### src/rtl/hc595_driver.sv
// hc595_driver: sequences si/sck/rck/sclr_n/g_n for one or more cascaded 74HC595s.
// A word accepted over req_valid/req_ready is shifted MSB first. A clear request pulses
// sclr_n and then latches the empty shift register into the storage register.
// Optional macro HC595_BLANK_EN: hold g_n high while an update is in progress.
module hc595_driver #(
  parameter int unsigned N_CHIPS = 1,
  parameter int unsigned DIV     = 4
) (
  input  logic                   clk,
  input  logic                   rst,
  input  logic                   req_valid,
  input  logic [8*N_CHIPS-1:0]   req_data,
  output logic                   req_ready,
  input  logic                   clr_req,
  input  logic                   oe_en,
  output logic                   done,
  output logic                   si,
  output logic                   sck,
  output logic                   rck,
  output logic                   sclr_n,
  output logic                   g_n
);

  localparam int unsigned Width = 8 * N_CHIPS;
  localparam int unsigned DivW  = $clog2(DIV + 1);
  localparam int unsigned BitW  = $clog2(Width + 1);
  localparam logic [DivW-1:0] DivLast = DivW'(DIV - 1);
  localparam logic [BitW-1:0] BitsAll = BitW'(Width);

  typedef enum logic [2:0] {StIdle, StClr, StShLo, StShHi, StLatch} state_e;

  state_e             state_q, state_d;
  logic [Width-1:0]   sh_q, sh_d;
  logic [DivW-1:0]    div_q, div_d;
  logic [BitW-1:0]    bit_q, bit_d;
  logic               phase_end;
  logic               done_d, si_d, sck_d, rck_d, sclr_n_d, g_n_d, req_ready_d;

  assign phase_end = (div_q == DivLast);

  // Next-state: phase sequencing, shift register and counters.
  always_comb begin
    state_d = state_q;
    sh_d    = sh_q;
    div_d   = div_q;
    bit_d   = bit_q;
    done_d  = 1'b0;
    unique case (state_q)
      StIdle: begin
        div_d = '0;
        // A clear outranks a write presented in the same cycle.
        if (clr_req) begin
          state_d = StClr;
        end else if (req_valid) begin
          sh_d    = req_data;
          bit_d   = '0;
          state_d = StShLo;
        end
      end
      StClr: begin
        if (phase_end) begin
          div_d   = '0;
          state_d = StLatch;
        end else begin
          div_d = div_q + 1'b1;
        end
      end
      StShLo: begin
        if (phase_end) begin
          div_d   = '0;
          state_d = StShHi;
        end else begin
          div_d = div_q + 1'b1;
        end
      end
      StShHi: begin
        if (phase_end) begin
          div_d   = '0;
          sh_d    = {sh_q[Width-2:0], 1'b0};
          bit_d   = bit_q + 1'b1;
          state_d = (bit_d == BitsAll) ? StLatch : StShLo;
        end else begin
          div_d = div_q + 1'b1;
        end
      end
      StLatch: begin
        if (phase_end) begin
          div_d   = '0;
          done_d  = 1'b1;
          state_d = StIdle;
        end else begin
          div_d = div_q + 1'b1;
        end
      end
      default: state_d = StIdle;
    endcase
  end

  // Pin values are decoded from the upcoming state so every output is a plain register.
  always_comb begin
    si_d        = si;
    sck_d       = 1'b0;
    rck_d       = 1'b0;
    sclr_n_d    = 1'b1;
    req_ready_d = (state_d == StIdle);
    unique case (state_d)
      StShLo:  si_d     = sh_d[Width-1];
      StShHi:  sck_d    = 1'b1;
      StClr:   sclr_n_d = 1'b0;
      StLatch: rck_d    = 1'b1;
      default: ;
    endcase
`ifdef HC595_BLANK_EN
    // Blank from the accept edge until one cycle after the return to idle.
    g_n_d = ((state_q != StIdle) || (state_d != StIdle)) ? 1'b1 : ~oe_en;
`else
    g_n_d = ~oe_en;
`endif
  end

  // State, datapath and output registers; reset aborts without an rck pulse.
  always_ff @(posedge clk or posedge rst) begin
    if (rst) begin
      state_q   <= StIdle;
      sh_q      <= '0;
      div_q     <= '0;
      bit_q     <= '0;
      done      <= 1'b0;
      si        <= 1'b0;
      sck       <= 1'b0;
      rck       <= 1'b0;
      sclr_n    <= 1'b1;
      g_n       <= 1'b1;
      req_ready <= 1'b1;
    end else begin
      state_q   <= state_d;
      sh_q      <= sh_d;
      div_q     <= div_d;
      bit_q     <= bit_d;
      done      <= done_d;
      si        <= si_d;
      sck       <= sck_d;
      rck       <= rck_d;
      sclr_n    <= sclr_n_d;
      g_n       <= g_n_d;
      req_ready <= req_ready_d;
    end
  end

endmodule

### config.mk
export PLATFORM = sky130hd
export DESIGN_NAME = hc595_driver
export DESIGN_NICKNAME = d
export VERILOG_FILES = /design/src/rtl/hc595_driver.sv
export SDC_FILE = /design/constraint.sdc
export NUM_CORES = 1
export LEC_CHECK = 0
export BUFFER_PORTS_ARGS = -buffer_cell sky130_fd_sc_hd__buf_2
export CAP_MARGIN = 30
export CORE_UTILIZATION = 54
export DETAILED_ROUTE_END_ITERATION = 16
export GPL_ROUTABILITY_DRIVEN = 0
export PLACE_DENSITY = 0.83
export SYNTH_ARGS = -nofsm -noshare
export SYNTH_HDL_FRONTEND = slang
export SYNTH_SLANG_ARGS = --single-unit
### constraint.sdc
create_clock -name clk -period 2.1 [get_ports clk]
set_input_delay 0.21 -clock clk [delete_from_list [all_inputs] [get_ports clk]]
set_output_delay 0.21 -clock clk [all_outputs]
set_load 0.01 [all_outputs]
==> flow_summary_export.csv, run 1 <==
group,metric,value,unit
critical_path,startpoint,"div_q[0]$_DFFE_PP0P_",
sta,hold_viol,0,
worst_hold_path,min_delay_path_depth,3,
sta,setup_tns,0,ps
layout,fin_nets,142,
run_status,status,"finished, final reports clean",
synth,syn_nets,119,
critical_path,cp_slowest_stage_delay,510,ps
sta,maxClockFrequency,0.536,GHz
critical_path,startpoint_type,"flop",
sta,rsz0062_at_grt,"no",
critical_path,crit_fanout,13,
floorplanning,num_rows,16,
sta,report.final.slew_viol_count,0,
sta,fin_skew,6.28,ps
global_route,grt_usage,18.3,%
critical_path,reg2reg_from,"div_q[0]$_DFFE_PP0P_",
layout,nFillCells,158,
floorplanning,pin_count,20,
drt,route.detailed.drc,0,
place,dp_slack,246,ps
clock_tree,clk-insertion-delay-late,310,ps
critical_path,crit_slowest_cell,"a22oi_2",
clock_tree,post_cts_buffers,0,
synth,synth_top_area_cell,"dfrtp_1",
global_route,grt_pass1_wl,3310,um
critical_path,worstSetupPathType,"flop to flop",
drt,vias,838,
critical_path,path_cells,"ha_1, and4bb_4, a22oi_2, a221o_1, mux2_2",
drt,drt_iter0_markers,10,
place,port_buffers,19,
critical_path,path_delay_family,"compound AO/OA/AOI/OAI gates",
sta,period_needed,1870,ps
drt,dr.pass1.iters,4,
global_route,grt_overflow,0,
drt,wl,1940,um
clock_tree,numCtsBuffers,3,
synth,yosys.area.top_type_share,47.1,%
pwr,pwr_density_cell,1170,mW/mm2
critical_path,critPathCaptureType,"flop",
layout,area_delta_synth_final,12.8,%
synth,synth.avg_cell_area,11.2,um2
worst_hold_path,hold_end,"sh_q[6]$_DFFE_PP0P_",
place,hpwl,1440,um
synth,yosysUniqueCellTypes,39,
synth,synth_flop_cell,"dfrtp_1",
critical_path,reg2reg_depth,5,
sta,worst_pin_slew,574,ps
critical_path,cp.arrival,2130,ps
floorplanning,core_area,0.00200,mm2
clock_tree,path_clk_slew,120,ps
critical_path,required,2360,ps
floorplanning,die_w,48.5,um
synth,ys_seq_elements,25,
worst_hold_path,min_from,"req_data[6]",
layout,regArea,629,um2
sta,setup_viol,0,
drt,avgRoutedWirePerCell,12.7,um
layout,multiInputGateArea,497,um2
clock_tree,post_cts_resized,0,
clock_tree,cts_tree,"done",
floorplanning,fp.dieH,48.5,um
place,placed_area,0.00127,mm2
drt,ant_nets,0,
layout,num_antenna_cells,0,
floorplanning,die-area,0.00236,mm2
critical_path,crit-reg2reg-capture,"si$_DFFE_PP0N_",
synth,synth_edf_count,0,
sta,min_period_over_period,88.9,%
clock_tree,clk_path_buf_depth,2,
critical_path,path_buf_inv,0,
worst_hold_path,hp-class,"input port to flop",
synth,synthTopCellsByArea,"dfrtp_1, dfstp_2, nand2_1",
synth,seq_area_frac_synth,53.8,%
global_route,grt_max_degree,26,
clock_tree,cts.sinks,25,
synth,synthCells,104,
layout,design_area,0.00132,mm2
synth,synth-async-reset-ratio,100,%
sta,slew_headroom,61.7,%
critical_path,reg2reg_slack,230,ps
clock_tree,htree_num_levels,1,
synth,ys.warnings.count,0,
layout,final_layout_size_suffix_gt1_share,28.6,%
global_route,first_global_vias,776,
floorplanning,start_util,58.4,%
sta,fin_ws,233,ps
pwr,ir_drop,711,uV
clock_tree,postCtsHoldBufs,2,
global_route,antenna_found_initial,0,
run,maxCapViolCount,0,
clock_tree,root_buffer,"clkbuf_4",
drt,vias_per_cell,5.48,
synth,syn_area,0.00117,mm2
pwr,leakage,0.653,nW
[sequential cells by signal, indices dropped and copies added (netlist names)]
| register | count |
|---|---|
| sh_q | 8 |
| bit_q | 4 |
| div_q | 3 |
| state_q | 3 |
| done | 1 |
| g_n | 1 |
| rck | 1 |
| req_ready | 1 |
| sck | 1 |
| sclr_n | 1 |
| si | 1 |
[layout by cell type (no fill, tap or decap), drive strengths merged, types with 3 or more instances in the layout]
cell type / count
clkbuf: 4
a22oi: 7
inv: 3
nor2b: 3
buf: 20
nor2: 7
nor3: 3
dfstp: 3
nand2: 14
dfrtp: 22
mux2: 3
a22o: 4
and2: 3
[through the flow]
stage               total power [W]  instances  util, %  hold slack, ps
detailed placement          0.00136        147     63.6             268
floorplan                   0.00124        104        -             235
finish                      0.00155        153     65.9            99.1
CTS                         0.00156        153     65.9            99.2
global placement            0.00133        147     63.6             262
global route                0.00167        153     65.9            88.8
[cell type report]
class	instances	area share [%]
multi-input cells	72	37.6
inverters	3	0.853
well taps	27	2.56
flip-flops and latches	25	47.7
clock buffers	4	1.99
repair buffers	22	9.29
[synthesized netlist by cell type (2+ instances only)]
cell type and count:
a22o_1 3, a22oi_1 6, and2_1 3, and3b_1 2, buf_2 2, buf_6 2
dfrtp_1 22, dfstp_2 3, ha_1 2, inv_1 3, mux2_2 3, nand2_1 14
nand2b_1 2, nand3b_1 2, nor2_1 6, nor2b_1 3, nor3_1 2, o2111ai_1 2
o22ai_1 2
[worst register-to-register path, delay by kind of cell (launching register included)]
family          cells  cell delay [ps]
compound gates      2              780
fa+ha+maj           1              260
flops               1              400
mux                 1              150
simple gates        1              240
[worst max path at each step]
stage	endpoint	slack, ps	depth (start not counted)
after floorplan	si$_DFFE_PP0N_	480	5
after global placement	si$_DFFE_PP0N_	330	5
after detailed placement	si$_DFFE_PP0N_	250	5
after CTS	si$_DFFE_PP0N_	210	5
after global routing	si$_DFFE_PP0N_	90	5
final	si$_DFFE_PP0N_	230	5
[layer usage]
metal	up-vias	track usage (%)	share of wire, %
li1	417	-	-
met4	0	7.35	0.98
met5	-	0	0
met2	23	31.2	48
met3	2	2.83	3.9
met1	396	23.3	47
[kinds of logic after synthesis]
group | share of synthesized area (%)
XOR/XNOR | 0.749
AO/OA/AOI/OAI | 15.7
buffers and inverters | 3.74
flip-flops | 53.8
adder cells (fa/ha/maj) | 2.14
multiplexers | 2.89
AND/OR/NAND/NOR | 21.0
[where the power goes]
group          internal [W]  switching, W
clock             0.0000742      0.000128
combinational      0.000270      0.000283
sequential         0.000658      0.000133
total               0.00100      0.000544
No activity file was read; power rests on OpenSTA's default activity.
==> run 2: changes to the inputs <==
PLACE_DENSITY = not set   (was 0.83)
PLACE_DENSITY_LB_ADDON = 0.1   (was not set)
clock period = 1.95 ns   (was 2.1 ns; I/O delays follow)
==> run 2 against run 1 <==
Effect of this change:
- non-clock buffer count grew 1
- sequential share of layout area shrank 0.27 points
- via count shrank 1.2%
- core utilization grew 0.37 points
- first-iteration DRC count grew 50%
- critical path depth is the same
- critical path type unchanged
==> flow_summary_export.csv, run 2 (synthesis results as in run 1) <==
group,metric,value,unit
run_status,status,"finished, final reports clean",
global_route,antenna_found_initial,0,
global_route,grt_max_degree,26,
floorplanning,die-area,0.00236,mm2
pwr,p_sw,0.000602,W
worst_hold_path,hp-class,"input port to flop",
clock_tree,cts_tree,"done",
layout,regMostFlops,"sh_q",
critical_path,crit_slowest_cell,"a22oi_2",
pwr,total_power,0.00169,W
sta,worst_pin_slew,553,ps
run,maxCapViolCount,0,
clock_tree,clk_path_buf_depth,2,
drt,dr.pass1.iters,4,
layout,largest_register_ffs,8,
sta,setup_viol,0,
pwr,seqPwrFrac,49.0,%
floorplanning,num_rows,16,
pwr,combPwrFrac,37.6,%
place,port_buffers,19,
layout,biggestRegsByFlops,"sh_q (8), bit_q (4)",
critical_path,startpoint_type,"flop",
drt,ant_nets,0,
drt,vias_per_cell,5.38,
layout,final_layout_size_suffix_gt1_share,29.1,%
layout,layout_commonest_cell,"dfrtp_1",
layout,final_cell_mix,"dfrtp_1, buf_2, nand2_1",
sta,maxClockFrequency,0.549,GHz
layout,fin_util,66.3,%
sta,min_period_over_period,93.5,%
drt,wl,1980,um
global_route,grt_overflow,0,
critical_path,path_cells,"ha_1, and4bb_4, a22oi_2, a221o_1, mux2_2",
drt,drt_iter0_markers,15,
global_route,grt_usage,19.2,%
pwr,p_int,0.00109,W
critical_path,crit_fanout,13,
floorplanning,core_area,0.00200,mm2
clock_tree,numCtsBuffers,3,
clock_tree,htree_num_levels,1,
sta,setup_tns,0,ps
place,hpwl,1400,um
clock_tree,cts.sinks,25,
layout,num_antenna_cells,0,
pwr,clkPwrFrac,13.4,%
sta,fin_skew,3.45,ps
pwr,ir_drop,793,uV
clock_tree,post_cts_resized,0,
drt,avgRoutedWirePerCell,12.9,um
sta,rsz0062_at_grt,"no",
critical_path,required,2220,ps
global_route,grt_pass1_wl,3540,um
floorplanning,fp.dieH,48.5,um
sta,slew_headroom,63.1,%
critical_path,worstSetupPathType,"flop to flop",
sta,hold_viol,0,
clock_tree,post_cts_buffers,0,
floorplanning,start_util,58.4,%
floorplanning,pin_count,20,
layout,area_delta_synth_final,13.5,%
clock_tree,clk-insertion-delay-late,310,ps
global_route,first_global_vias,812,
pwr,leakage,0.658,nW
critical_path,critPathCaptureType,"flop",
critical_path,cp.arrival,2090,ps
place,dp_slack,129,ps
drt,vias,828,
pwr,switching_share,35.5,%
pwr,pwr_density_cell,1280,mW/mm2
sta,whs,87.2,ps
clock_tree,root_buffer,"clkbuf_4",
drt,route.detailed.drc,0,
sta,report.final.slew_viol_count,0,
layout,fin_nets,143,
floorplanning,die_w,48.5,um
sta,fin_ws,127,ps
clock_tree,path_clk_slew,130,ps
sta,period_needed,1820,ps
critical_path,cp_slowest_stage_delay,470,ps
## run 2: changes by cell type in the layout (fill, tap and decap cells not counted)
| cell | before | now |
|---|---|---|
| buf_4 | 1 | 2 |
## run 2: metrics by stage
| stage | std cells | cell area [um2] |
|---|---|---|
| after floorplan | 104 | 1170 |
| after global placement | 148 | 1280 |
| after detailed placement | 148 | 1280 |
| after CTS | 154 | 1330 |
| after global routing | 154 | 1330 |
| final | 154 | 1330 |
## run 2: timing repair
item | CTS | global route
endpoints found under the setup margin | 0 | 1
hold buffers | 2 | 0
hold endpoints to repair | 23 | 0
## run 2: final timing paths
kind | startpoint | to | slack (ps) | depth (start not counted)
hold reg to reg | sh_q[2]$_DFFE_PP0P_ | sh_q[2]$_DFFE_PP0P_ | 500 | 2
setup / recovery | div_q[0]$_DFFE_PP0P_ | si$_DFFE_PP0N_ | 130 | 5
setup reg to reg | div_q[0]$_DFFE_PP0P_ | si$_DFFE_PP0N_ | 130 | 5
min in group asynchronous | rst | sh_q[3]$_DFFE_PP0P_ | 450 | 4
max in group asynchronous | rst | req_ready$_DFF_PP1_ | 1220 | 4
hold / removal | req_data[3] | sh_q[3]$_DFFE_PP0P_ | 90 | 3
## run 2: power groups by stage
stage / registers (W) / logic, W / clock network, W
final: 0.000830 / 0.000636 / 0.000227
after global routing: 0.000854 / 0.000721 / 0.000253
after CTS: 0.000830 / 0.000641 / 0.000234
after detailed placement: 0.000838 / 0.000635 / 0
after global placement: 0.000834 / 0.000623 / 0
after floorplan: 0.000821 / 0.000509 / 0
## run 2: cell type report
class	count	area, um2
fillers	163	674
repair buffers	23	130
clock buffers	4	26.3
inverters	3	11.3
well taps	27	33.8
multi-input cells	72	497
flip-flops and latches	25	629
## run 2: metal layers
metal	global-route usage, %	share of wire [%]	vias up
met3	2.83	2.9	2
met4	5.88	0.86	0
met5	0	0	-
li1	-	-	420
met2	31.0	45	16
met1	27.2	51	390
## run 2: critical path, delay by kind of cell (launching register included)
kind                     cells  cell delay [ps]
flip-flops                   1              410
adder cells (fa/ha/maj)      1              270
AO/OA/AOI/OAI                2              720
multiplexers                 1              140
AND/OR/NAND/NOR              1              230
==> run 3: changes to the inputs <==
ABC_AREA = 1   (was not set)
CTS_CLUSTER_DIAMETER = 50   (was not set)
==> run 3 against run 2 <==
Effect of this change:
- global-route usage up 3.0 points
- sequential cell count did not move
- wire length increased by 12%
- highest routed layer unchanged
- critical endpoint unchanged
- synthesized cell count up 31%
==> flow_summary_export.csv, run 3 <==
group,metric,value,unit
run_status,status,"finished, final reports clean",
synth,synth_top_area_cell,"dfrtp_1",
place,port_buffers,19,
clock_tree,post_cts_resized,0,
layout,largest_register_ffs,8,
drt,vias,970,
synth,ys_seq_elements,25,
sta,maxClockFrequency,0.652,GHz
global_route,antenna_found_initial,0,
drt,top_layer,"met4",
global_route,grt_usage,22.2,%
clock_tree,cts_tree,"done",
layout,num_antenna_cells,0,
clock_tree,root_buffer,"clkbuf_4",
critical_path,crit_fanout,8,
synth,seq_area_frac_synth,52.9,%
clock_tree,numCtsBuffers,3,
synth,synthCells,136,
synth,synth_edf_count,0,
sta,min_period_over_period,78.7,%
layout,final_cell_mix,"nand2_1, dfrtp_1, nand3_1",
synth,yosys.area.top_type_share,46.3,%
critical_path,path_delay_family,"simple AND/OR/NAND/NOR gates",
drt,wl,2230,um
critical_path,cp.arrival,1750,ps
critical_path,critPathCaptureType,"flop",
synth,syn_area,0.00119,mm2
drt,met2_length,1140,um
sta,report.final.slew_viol_count,0,
drt,ant_nets,0,
layout,fin_nets,178,
pwr,ir_drop,957,uV
synth,ys.warnings.count,0,
synth,synthTopCellsByArea,"dfrtp_1, nand2_1, nand3_1",
critical_path,required,2160,ps
synth,synth_common_cells,"nand2_1, dfrtp_1, nand3_1",
synth,synth.avg_cell_area,8.75,um2
place,placed_area,0.00133,mm2
synth,synth_flop_cell,"dfrtp_1",
clock_tree,htree_num_levels,1,
global_route,first_global_vias,1015,
floorplanning,start_util,58.8,%
layout,nFillCells,163,
sta,period_needed,1530,ps
floorplanning,pin_count,20,
synth,yosysUniqueCellTypes,24,
layout,regMostFlops,"sh_q",
pwr,leakage,0.737,nW
drt,avgRoutedWirePerCell,11.8,um
critical_path,reg2reg_depth,9,
sta,slew_headroom,75.4,%
layout,design_area,0.00138,mm2
pwr,combPwrFrac,42.1,%
drt,dr.pass1.iters,4,
drt,dr_wl_met3,59,um
pwr,seqPwrFrac,46.1,%
floorplanning,num_rows,16,
drt,vias_per_cell,5.13,
sta,whs,121,ps
global_route,grt_pass1_wl,4100,um
pwr,p_sw,0.000784,W
synth,syn_nets,151,
sta,rsz0062_at_grt,"no",
floorplanning,die_w,48.9,um
clock_tree,cts.sinks,25,
pwr,pwr_density_cell,1360,mW/mm2
pwr,p_int,0.00109,W
critical_path,path_buf_inv,1,
clock_tree,clk-insertion-delay-late,310,ps
drt,wl_met1,1020,um
worst_hold_path,hp-class,"input port to flop",
run,maxCapViolCount,0,
critical_path,startpoint_type,"flop",
floorplanning,die-area,0.00240,mm2
critical_path,crit_slowest_cell,"dfrtp_1",
worst_hold_path,min_delay_path_depth,3,
critical_path,worstSetupPathType,"flop to flop",
place,hpwl,1700,um
sta,setup_tns,0,ps
sta,worst_pin_slew,369,ps
critical_path,path_cells,"ha_1, nand2_2, inv_1, nand2_1, nand2_1, a21oi_2, nand2_1, nand2_1, nand2_1",
clock_tree,path_clk_slew,120,ps
drt,route.detailed.drc,0,
layout,biggestRegsByFlops,"sh_q (8), bit_q (4)",
floorplanning,fp.dieH,48.9,um
clock_tree,clk_path_buf_depth,2,
pwr,clkPwrFrac,11.8,%
drt,drt_iter0_markers,20,
floorplanning,core_area,0.00202,mm2
sta,fin_skew,7.69,ps
pwr,switching_share,41.8,%
critical_path,cp_slowest_stage_delay,420,ps
global_route,grt_overflow,0,
layout,final_layout_size_suffix_gt1_share,25.9,%
critical_path,timing.critical_path.mode_cell,"nand2_1",
synth,synth-async-reset-ratio,100,%
global_route,grt_max_degree,26,
sta,hold_viol,0,
layout,layout_commonest_cell,"nand2_1",
layout,area_delta_synth_final,15.7,%
synth,yosysMostFrequentCell,"nand2_1",
critical_path,cp.depth,9,
sta,setup_viol,0,
-- run 3: per-stage QoR --
step           power [W]  setup slack [ps]  utilization, %  std cells
5_1_grt          0.00205               294            68.1        189
4_1_cts          0.00190               421            68.1        189
3_3_place_gp     0.00162               512            65.7        183
3_5_place_dp     0.00167               437            65.7        183
6_report         0.00188               416            68.1        189
2_1_floorplan    0.00145               573               -        136
-- run 3: timing repair --
item,in CTS,in global routing
buffers inserted,0,0
hold buffers,2,0
hold endpoints to repair,23,0
-- run 3: power groups by stage --
stage          Clock [W]  Sequential, W  Combinational [W]
3_3_place_gp           0       0.000862           0.000754
5_1_grt         0.000257       0.000889           0.000907
6_report        0.000221       0.000865           0.000789
4_1_cts         0.000235       0.000864           0.000797
2_1_floorplan          0       0.000856           0.000597
3_5_place_dp           0       0.000874           0.000791
-- run 3: cell families (layout without fill, tap and decap cells) --
| kind of cell | Yosys count | count (layout) | share of synthesized area [%] |
|---|---|---|---|
| AND/OR/NAND/NOR | 69 | 69 | 27.2 |
| adder cells (fa/ha/maj) | 2 | 2 | 2.10 |
| AO/OA/AOI/OAI | 17 | 17 | 10.4 |
| flip-flops | 25 | 25 | 52.9 |
| buffers and inverters | 23 | 49 | 7.36 |
-- run 3: layer usage --
layer  vias to the layer above  global-route usage [%]
li1                        494                       -
met1                       458                    26.7
met3                         2                    4.05
met4                         0                    8.33
met2                        16                    39.4
met5                         -                       0
-- run 3: area by class of cell --
| cell class | instances | area (um2) | area share (%) |
|---|---|---|---|
| sequential | 25 | 629 | 45.7 |
| multi-input combinational | 88 | 473 | 34.4 |
| timing repair buffer | 23 | 130 | 9.45 |
| inverter | 22 | 82.6 | 6.00 |
| tap | 27 | 33.8 | 2.45 |
| clock buffer | 3 | 22.5 | 1.64 |
| clock inverter | 1 | 5.00 | 0.364 |
-- run 3: worst paths after layout --
check                                          start                    to  slack [ps]
worst max-delay path            div_q[0]$_DFFE_PP0P_        si$_DFFE_PP0N_         420
worst min-delay path                     req_data[2]   sh_q[2]$_DFFE_PP0P_         120
worst max register to register  div_q[0]$_DFFE_PP0P_        si$_DFFE_PP0N_         420
worst min register to register        si$_DFFE_PP0N_        si$_DFFE_PP0N_         490
max in group asynchronous                        rst         g_n$_DFF_PP1_        1190
min in group asynchronous                        rst  state_q[2]$_DFF_PP0_         470
-- run 3: worst min-delay path, cell delays in order --
cell and delay, ps:
buf_2 70, nand3_1 60, o221ai_1 70
